## config.mk

```make
export PLATFORM = sky130hd
export DESIGN_NAME = rx_uart_cfg
export DESIGN_NICKNAME = d
export VERILOG_FILES = /design/src/rtl/uart_pkg.sv /design/src/rtl/uart_baud_tick.sv /design/src/rtl/rx_uart_cfg.sv
export SDC_FILE = /design/constraint.sdc
export NUM_CORES = 1
export LEC_CHECK = 0
export CAP_MARGIN = 20
export CORE_MARGIN = 2
export CORE_UTILIZATION = 45
export DETAILED_ROUTE_END_ITERATION = 8
export PLACE_DENSITY = 0.66
export SYNTH_ARGS = -nofsm -noshare
export SYNTH_HDL_FRONTEND = slang
export SYNTH_SLANG_ARGS = --single-unit
```

## constraint.sdc

```tcl
create_clock -name i_clk -period 3.3 [get_ports i_clk]
set_input_delay 0.495 -clock i_clk [delete_from_list [all_inputs] [get_ports i_clk]]
set_output_delay 0.495 -clock i_clk [all_outputs]
set_load 0.01 [all_outputs]
```

## src/rtl/uart_pkg.sv

```systemverilog
// Shared UART definitions: receiver/transmitter FSM states and parity-mode encodings.
package uart_pkg;

    typedef enum logic [2:0] {
        ST_IDLE   = 3'd0,
        ST_START  = 3'd1,
        ST_DATA   = 3'd2,
        ST_PARITY = 3'd3,
        ST_STOP1  = 3'd4,
        ST_STOP2  = 3'd5
    } uart_state_t;

    localparam logic [1:0] PAR_NONE = 2'b00;
    localparam logic [1:0] PAR_EVEN = 2'b01;
    localparam logic [1:0] PAR_ODD  = 2'b10;

endpackage

```

## src/rtl/uart_baud_tick.sv

```systemverilog
// Oversample tick generator: counts 0..divisor and pulses tick on the terminal count.
module uart_baud_tick #(
    parameter int DIV_W = 16
) (
    input  logic             i_clk,
    input  logic             i_rst,
    input  logic             clear,
    input  logic [DIV_W-1:0] divisor,
    output logic             tick
);

    logic [DIV_W-1:0] cnt;

    // >= lets a divisor lowered while idle recover without a full wrap
    always_ff @(posedge i_clk or posedge i_rst) begin
        if (i_rst) begin
            cnt <= '0;
        end else if (clear || (cnt >= divisor)) begin
            cnt <= '0;
        end else begin
            cnt <= cnt + 1'b1;
        end
    end

    assign tick = (cnt == divisor) && !clear;

endmodule

```

## src/rtl/rx_uart_cfg.sv

```systemverilog
// Configurable oversampling UART receiver with majority-vote sampling, parity/framing/break
// detection and a one-word output holding register with overrun flag.
module rx_uart_cfg
    import uart_pkg::*;
#(
    parameter int DATA_W = 8,
    parameter int OVS    = 16,
    parameter int DIV_W  = 16
) (
    input  logic              i_clk,
    input  logic              i_rst,
    input  logic              i_Rx,
    input  logic [DIV_W-1:0]  i_baud_div,
    input  logic [1:0]        i_parity,
    input  logic              i_stop2,
    input  logic              i_ready,
    input  logic              i_ovr_clr,
    output logic [DATA_W-1:0] o_Data,
    output logic              o_valid,
    output logic              o_parity_err,
    output logic              o_frame_err,
    output logic              o_break,
    output logic              o_overrun,
    output logic              o_busy
);

    localparam int SW = $clog2(OVS);
    localparam int BW = $clog2(DATA_W);
    localparam logic [SW-1:0] SMP_A   = SW'(OVS/2 - 1);
    localparam logic [SW-1:0] SMP_B   = SW'(OVS/2);
    localparam logic [SW-1:0] SMP_C   = SW'(OVS/2 + 1);
    localparam logic [SW-1:0] SMP_END = SW'(OVS - 1);
    localparam logic [BW-1:0] BIT_LAST = BW'(DATA_W - 1);

    function automatic logic maj3(input logic a, input logic b, input logic c);
        return (a & b) | (a & c) | (b & c);
    endfunction

    logic              rx_s1, rx_s2, rx;
    uart_state_t       state, state_nxt;
    logic              armed;
    logic [1:0]        par_q;
    logic              stop2_q;
    logic [DIV_W-1:0]  div_q;
    logic              tick, start_det, done;
    logic [SW-1:0]     smp_cnt;
    logic [BW-1:0]     bit_cnt;
    logic              s0, s1;
    logic [DATA_W-1:0] shreg;
    logic              par_acc, zero_acc, perr_acc, ferr_acc;
    logic              at_a, at_b, decide, bit_end, bit_val, par_en;
    logic              brk_now, ferr_now, handshake;

    always_ff @(posedge i_clk or posedge i_rst) begin
        if (i_rst) begin
            rx_s1 <= 1'b1;
            rx_s2 <= 1'b1;
        end else begin
            rx_s1 <= i_Rx;
            rx_s2 <= rx_s1;
        end
    end
    assign rx = rx_s2;

    uart_baud_tick #(.DIV_W(DIV_W)) u_tick (
        .i_clk   (i_clk),
        .i_rst   (i_rst),
        .clear   (start_det),
        .divisor (div_q),
        .tick    (tick)
    );

    assign at_a    = tick && (smp_cnt == SMP_A);
    assign at_b    = tick && (smp_cnt == SMP_B);
    assign decide  = tick && (smp_cnt == SMP_C);
    assign bit_end = tick && (smp_cnt == SMP_END);
    assign bit_val = maj3(s0, s1, rx);
    assign par_en  = (par_q == PAR_EVEN) || (par_q == PAR_ODD);

    always_ff @(posedge i_clk or posedge i_rst) begin
        if (i_rst) begin
            state <= ST_IDLE;
        end else begin
            state <= state_nxt;
        end
    end

    always_comb begin
        state_nxt = state;
        case (state)
            ST_IDLE:   if (start_det) state_nxt = ST_START;
            ST_START: begin
                if (decide && bit_val)  state_nxt = ST_IDLE;
                else if (bit_end)       state_nxt = ST_DATA;
            end
            ST_DATA:   if (bit_end && (bit_cnt == BIT_LAST))
                           state_nxt = par_en ? ST_PARITY : ST_STOP1;
            ST_PARITY: if (bit_end) state_nxt = ST_STOP1;
            ST_STOP1: begin
                if (decide && !stop2_q) state_nxt = ST_IDLE;
                else if (bit_end)       state_nxt = ST_STOP2;
            end
            ST_STOP2:  if (decide) state_nxt = ST_IDLE;
            default:   state_nxt = ST_IDLE;
        endcase
    end

    always_comb begin
        o_busy    = (state != ST_IDLE);
        start_det = (state == ST_IDLE) && !rx && armed;
        done      = decide && (((state == ST_STOP1) && !stop2_q) || (state == ST_STOP2));
    end

    // armed blocks a still-low line (break) from retriggering until it has gone high again
    always_ff @(posedge i_clk or posedge i_rst) begin
        if (i_rst) begin
            armed   <= 1'b0;
            par_q   <= PAR_NONE;
            stop2_q <= 1'b0;
            div_q   <= '0;
            smp_cnt <= '0;
            bit_cnt <= '0;
        end else begin
            if (done)
                armed <= 1'b0;
            else if ((state == ST_IDLE) && rx)
                armed <= 1'b1;
            if (start_det) begin
                par_q   <= i_parity;
                stop2_q <= i_stop2;
                div_q   <= i_baud_div;
                bit_cnt <= '0;
            end else if ((state == ST_DATA) && bit_end) begin
                bit_cnt <= bit_cnt + 1'b1;
            end
            if (state == ST_IDLE)
                smp_cnt <= '0;
            else if (tick)
                smp_cnt <= (smp_cnt == SMP_END) ? '0 : smp_cnt + 1'b1;
        end
    end

    always_ff @(posedge i_clk) begin
        if (start_det) begin
            par_acc  <= 1'b0;
            zero_acc <= 1'b1;
            perr_acc <= 1'b0;
            ferr_acc <= 1'b0;
        end
        if (at_a) s0 <= rx;
        if (at_b) s1 <= rx;
        if (decide) begin
            case (state)
                ST_DATA: begin
                    shreg    <= {bit_val, shreg[DATA_W-1:1]};
                    par_acc  <= par_acc ^ bit_val;
                    zero_acc <= zero_acc & ~bit_val;
                end
                ST_PARITY: begin
                    perr_acc <= (par_q == PAR_ODD) ? ~(par_acc ^ bit_val) : (par_acc ^ bit_val);
                    zero_acc <= zero_acc & ~bit_val;
                end
                ST_STOP1, ST_STOP2: begin
                    ferr_acc <= ferr_acc | ~bit_val;
                    zero_acc <= zero_acc & ~bit_val;
                end
                default: ;
            endcase
        end
    end

    assign brk_now   = zero_acc & ~bit_val;
    assign ferr_now  = ferr_acc | ~bit_val | brk_now;
    assign handshake = o_valid && i_ready;

    // Output holding register: a new word replaces the held one only if it is being consumed
    always_ff @(posedge i_clk or posedge i_rst) begin
        if (i_rst) begin
            o_Data       <= '0;
            o_valid      <= 1'b0;
            o_parity_err <= 1'b0;
            o_frame_err  <= 1'b0;
            o_break      <= 1'b0;
            o_overrun    <= 1'b0;
        end else begin
            if (done && (!o_valid || handshake)) begin
                o_Data       <= shreg;
                o_valid      <= 1'b1;
                o_parity_err <= perr_acc;
                o_frame_err  <= ferr_now;
                o_break      <= brk_now;
            end else if (handshake) begin
                o_valid <= 1'b0;
            end
            if (done && o_valid && !handshake)
                o_overrun <= 1'b1;
            else if (i_ovr_clr)
                o_overrun <= 1'b0;
        end
    end

endmodule

```

# Word-level counts from Yosys, hierarchy flattened
# Cells that the tools add are included.
word_totals:
  regBits: 75
  input_bits: 24
  out_inout_bits: 14
  wordCells: 130
classes:
  n_addsub: 3
  n_lt_le_gt_ge: 1
  eq_ne: 19
  mux: 35
  bitwise: 11
  n_reduce_logical: 38
ops:
  columns: ["cell", "n"]
  rows:
  - ["$mux W3", 11]
  - ["$mux W1", 19]
  - ["$logic_and A1 B1 Y1", 18]
  - ["$pmux W3 S6", 1]
  - ["$add A16 B1 Y16 const B", 1]
  - ["$eq A16 B16 Y1", 1]
  - ["$ge A16 B16 Y1", 1]
  - ["$mux W16", 1]
  - ["$eq A4 B4 Y1 const B", 3]
  - ["$mux W4", 3]
  - ["$reduce_bool A2 Y1", 5]
  - ["$eq A3 B3 Y1 const B", 3]
  - ["$eq A3 B2 Y1 const B", 2]
  - ["$ne A2 B2 Y1 const B", 3]
  - ["$ne A3 B3 Y1 const B", 2]
  - ["$reduce_and A6 Y1", 1]
  - ["$logic_not A1 Y1", 5]
  - ["$add A4 B1 Y4 const B", 1]
  - ["$and A1 B1 Y1", 4]
  - ["$eq A4 B3 Y1 const B", 1]
  - ["$logic_or A1 B1 Y1", 4]
  - ["$or A1 B1 Y1", 4]
  - ["$reduce_or A4 Y1", 1]
  - ["$add A3 B1 Y3 const B", 1]
  - ["10 further kinds", 11]

# Depth between registers and ports, before layout
logic_depth:
  word_depth: 10
  depth_mapped: 8
  depth_no_buf: 7

# By module
# Synthesis repeated with hierarchy kept, for this count alone.
unflattened:
  hier_cells: 357
  hier_area_um2: 3871.2
modules_own_cells:
  columns: ["mod", "n_inst", "cells_each", "area_each_um2", "seq_area_each_um2"]
  rows:
  - ["rx_uart_cfg", 1, 223, 2556.2, 1508.9]
  - ["uart_baud_tick", 1, 134, 1315.0, 400.4]

# Worst setup path before layout
# No wires, ideal clock.
synth_timing:
  kind: "flip-flop to flip-flop"
  startpoint: "register u_tick.cnt[13]"
  endpoint: "register o_Data[0]"
  setup_time_ps: 125
  t_arrival_ps: 2299
  required_ps: 3175
  slack_ps: 876
  path_stages_with_launch: 8
  n_path_buf: 1
  period_less_slack_ps: 2424
  cell_sequence: "dfrtp_1 -> ha_1 -> nand4_2 -> or4_4 -> nor4_4 -> and4_4 -> buf_12 -> mux2_4"
synth_between:
  elab_chain_len: 5
synth_rtl:
  columns: ["item", "line_no", "text"]
  rows:
  - ["from (decl)", "uart_baud_tick.sv:12", "logic [DIV_W-1:0] cnt;"]
  - ["from (signal assigned)", "uart_baud_tick.sv:21", "cnt <= cnt + 1'b1;"]
  - ["$eq A16 B16 Y1", "uart_baud_tick.sv:25", "assign tick = (cnt == divisor) && !clear;"]
  - ["$logic_and A1 B1 Y1", "uart_baud_tick.sv:25", null]
  - ["$logic_and A1 B1 Y1", "rx_uart_cfg.sv:75", "assign decide = tick && (smp_cnt == SMP_C);"]
  - ["$logic_and A1 B1 Y1", "rx_uart_cfg.sv:111", "done = decide && (((state == ST_STOP1) && !stop2_q) || (state == ST_STOP2));"]
  - ["$logic_and A1 B1 Y1", "rx_uart_cfg.sv:186", "if (done && (!o_valid || handshake)) begin"]
  - ["to (signal assigned)", "rx_uart_cfg.sv:187", "o_Data <= shreg;"]
  - ["to (decl)", "rx_uart_cfg.sv:18", "output logic [DATA_W-1:0] o_Data,"]
# No other way between the ends.
# A chain may end at the register's enable or synchronous reset.

# Worst setup path after layout
layout_timing:
  startpoint: "register u_tick.cnt[4]"
  endpoint: "register o_Data[4]"
# The elaborated chain is that of the path after synthesis.

==> results.yml <==
worst_hold_path:
  holdPathStages: 0
  hold_path_end: "rx"
  hold_class: "register to register"
  min-delay-start: "rx_s1"
synth:
  async_flop_share_pct: 81.3
  synth_fp_nets: 407
  yosys_register_bits: 75
  synth-edff-count: 10
  synth_top_cell_by_area: "dfrtp_1"
  synth.area.top_cells: "dfrtp_1 (39%), edfxtp_1 (8.0%), ha_1 (7.6%), nand2_1 (4.3%), mux2_4 (4.0%)"
  synthFlopType: "dfrtp_1"
  avgSynthCellArea_um2: 10.5
  synth_area_um2: 3770
  synth.yosys.seq_area_share_pct: 50.7
  ys_types: 50
  ys_warn_count: 0
  synth_cells: 360
  synth_top_area_share_pct: 39.2
power:
  swShare_pct: 35.5
  power_leakage_nw: 1.95
  seqPwrFrac_pct: 44.5
  total_power_mw: 2.75
  power.share.clock_pct: 24.7
  ir_worst_vdd_mv: 0.384
  power_frac_comb_pct: 30.8
  p_switching_mw: 0.976
  power.density_nw_per_um2: 617
  p_int_mw: 1.77
setup_path:
  reg2reg_slack_ps: 630
  path_class: "register to register"
  crit_path_max_fanout: 11
  cp-start-kind: "register"
  cp_data_required_time_ps: 3530
  slowest_delay_ps: 570
  r2r_start: "u_tick.cnt[4]"
  r2r-end: "o_Data[4]"
  crit_arrival_ps: 2900
  worstPathCellList: "ha_1 -> nand4_1 -> or4_4 -> nor4_4 -> and4_4 -> mux2_2"
  ff2ff_path_depth: 6
  end_kind: "register"
  cp_slowest_cell: "or4_4"
routing:
  routed_wl_um: 7360
  wl_per_cell_um: 14.3
  routed-via-count: 2718
  drc_errors: 0
  final_antenna_net_count: 0
  drt_iter0_drc: 152
  via_per_inst: 5.28
  dr.pass1.iters: 4
timing:
  setup_ws_ps: 633
  rsz0062_at_grt: "false"
  skew_ps: 8.14
  fmax_mhz: 375
  setup_viol: 0
  maxSlewHeadroom_pct: 48.7
  fin_crit_ps: 2670
  finalHoldViolations: 0
  tightest_slew_ps: 770
  finalCritPeriodShare_pct: 80.8
  setup-tns-final_ps: 0
  drv_slew: 0
floorplanning:
  die_w_um: 95.5
  rows: 33
  pin_count: 38
  start_util_pct: 46.1
  dieArea_um2: 9120
  core-area_um2: 8180
  fp.dieH_um: 95.5
clocking:
  hold_buffers: 0
  ctsResizeCount: 0
  root_buffer: "clkbuf_8"
  cts_setup_buffers: 0
  h-tree-depth: 3
  clk_latency_ps: 340
  clkTransAtPathRegs_ps: 80
  cts_max_path_buffers: 2
  cts_buffers: 9
  cts_tree: "built"
  cts.sinks: 75
global_routing:
  grt_max_degree: 62
  gr-total-overflow: 0
  grt_pass1_wl_um: 12100
  antenna_found_initial: 0
  grt_pass1_vias: 2524
  track_usage_pct: 17.4
placed_design:
  portBuffers: 37
  dp_hpwl_um: 5360
  finalWeightedCongestion: 0.899
  dp_slack_ps: 669
  placed_area_um2: 4260
final_layout:
  multiInputGateArea_um2: 1690
  seq_area_um2: 1910
  final_nets: 452
  stdcell_area_um2: 4460
  nFillCells: 728
  area_growth_pct: 18.2
  layout-drive-gt1-share_pct: 10.7
  antenna_cells: 0
status:
  status: "complete, no violations"
run:
  cap_viol_max_count: 0
-- metrics by stage --
step	util (%)	cells	hold WS, ps
after global routing	54.5	515	367
final	54.5	515	359
after floorplan	-	360	345
after global placement	52.1	499	347
after detailed placement	52.1	499	348
after CTS	54.5	515	360
-- power by group through the flow --
stage	sequential, mW	clock [mW]	combinational, mW
2_1_floorplan	1.20	0	0.632
6_report	1.22	0.679	0.847
3_5_place_dp	1.24	0	0.845
5_1_grt	1.25	0.745	0.973
4_1_cts	1.22	0.701	0.854
3_3_place_gp	1.23	0	0.830
-- cell families (layout without fill, tap and decap cells) --
family / after synthesis / count (layout) / share of synthesized area, %
buffers and inverters: 39 / 89 / 4.61
flip-flops: 75 / 75 / 50.7
XOR/XNOR: 18 / 18 / 4.18
AND/OR/NAND/NOR: 133 / 133 / 18.5
multiplexers: 15 / 15 / 5.35
AO/OA/AOI/OAI: 56 / 56 / 8.77
adder cells (fa/ha/maj): 24 / 24 / 7.90
-- worst max-delay path by stage --
stage                        start        end  slack, ps  depth (start not counted)
floorplan           u_tick.cnt[13]  o_Data[0]        880                          7
global placement    u_tick.cnt[11]  o_Data[4]        710                          6
detailed placement   u_tick.cnt[4]  o_Data[4]        670                          6
CTS                  u_tick.cnt[4]  o_Data[4]        640                          6
global route         u_tick.cnt[9]  o_Data[4]        530                          6
finish               u_tick.cnt[4]  o_Data[4]        630                          6
-- cell usage after synthesis, drive strengths merged, types with 2 or more instances --
| master | count |
|---|---|
| or2b | 2 |
| nor3 | 22 |
| and4 | 3 |
| edfxtp | 10 |
| nor2 | 18 |
| o21ai | 27 |
| or4 | 2 |
| a31oi | 2 |
| xor2 | 8 |
| nor3b | 3 |
| dfrtp | 59 |
| nor4 | 5 |
| nor2b | 4 |
| and3 | 4 |
| ha | 23 |
| nand3 | 9 |
| a21oi | 11 |
| dfxtp | 4 |
| mux2i | 4 |
| and2 | 2 |
| xnor2 | 10 |
| a21o | 4 |
| buf | 5 |
| nand2b | 6 |
| mux2 | 11 |
| dfstp | 2 |
| o211ai | 4 |
| nand2 | 43 |
| clkbuf | 6 |
| nand4 | 9 |
| inv | 28 |
-- final cells by class --
cell class                 count  area share, %
timing repair buffer          45           9.66
sequential                    75           42.9
clock buffer                  10           3.34
multi-input combinational    246           37.8
clock inverter                 6           1.01
tap                          105           2.95
inverter                      28           2.36
-- flip-flops by register name, indices dropped and copies added, names as in the netlist, 2 cells and up --
name,cells
div_q,16
o_Data,8
shreg,8
u_tick.cnt,16
state,3
smp_cnt,4
par_q,2
bit_cnt,3
-- layer usage --
metal	global-route usage [%]	part of all wire [%]	vias to the layer above
met1	23.8	48	1303
met2	27.1	47	57
met4	6.90	1.5	0
li1	-	-	1346
met5	0	0	-
met3	3.72	3.5	12
-- worst max-delay path: cells and delay by family, from the launching register on --
family | cells | cell delay, ps
and+or+nand+nor | 4 | 1420
adders and majority gates | 1 | 330
muxes | 1 | 360
DFF | 1 | 450
-- layout by cell type, fill, tap and decap left out, types with 3 or more instances in the layout --
cell and instances:
a21o_1 4, edfxtp_1 10, nor3_1 21, o21ai_0 27
nor4_1 4, mux2i_1 4, dfrtp_1 59, mux2_4 10
xnor2_1 10, clkbuf_8 9, nand3_1 9, inv_1 27
nand4_1 8, nand2_1 43, dfxtp_1 4, ha_1 23
and3_1 4, nand2b_1 6, buf_4 8, nor2b_1 4
nor2_1 17, xor2_1 8, o211ai_1 4, nor3b_1 3
a21oi_1 11, clkdlybuf4s50_1 37
Note: power is estimated with default switching activity, not from simulation.
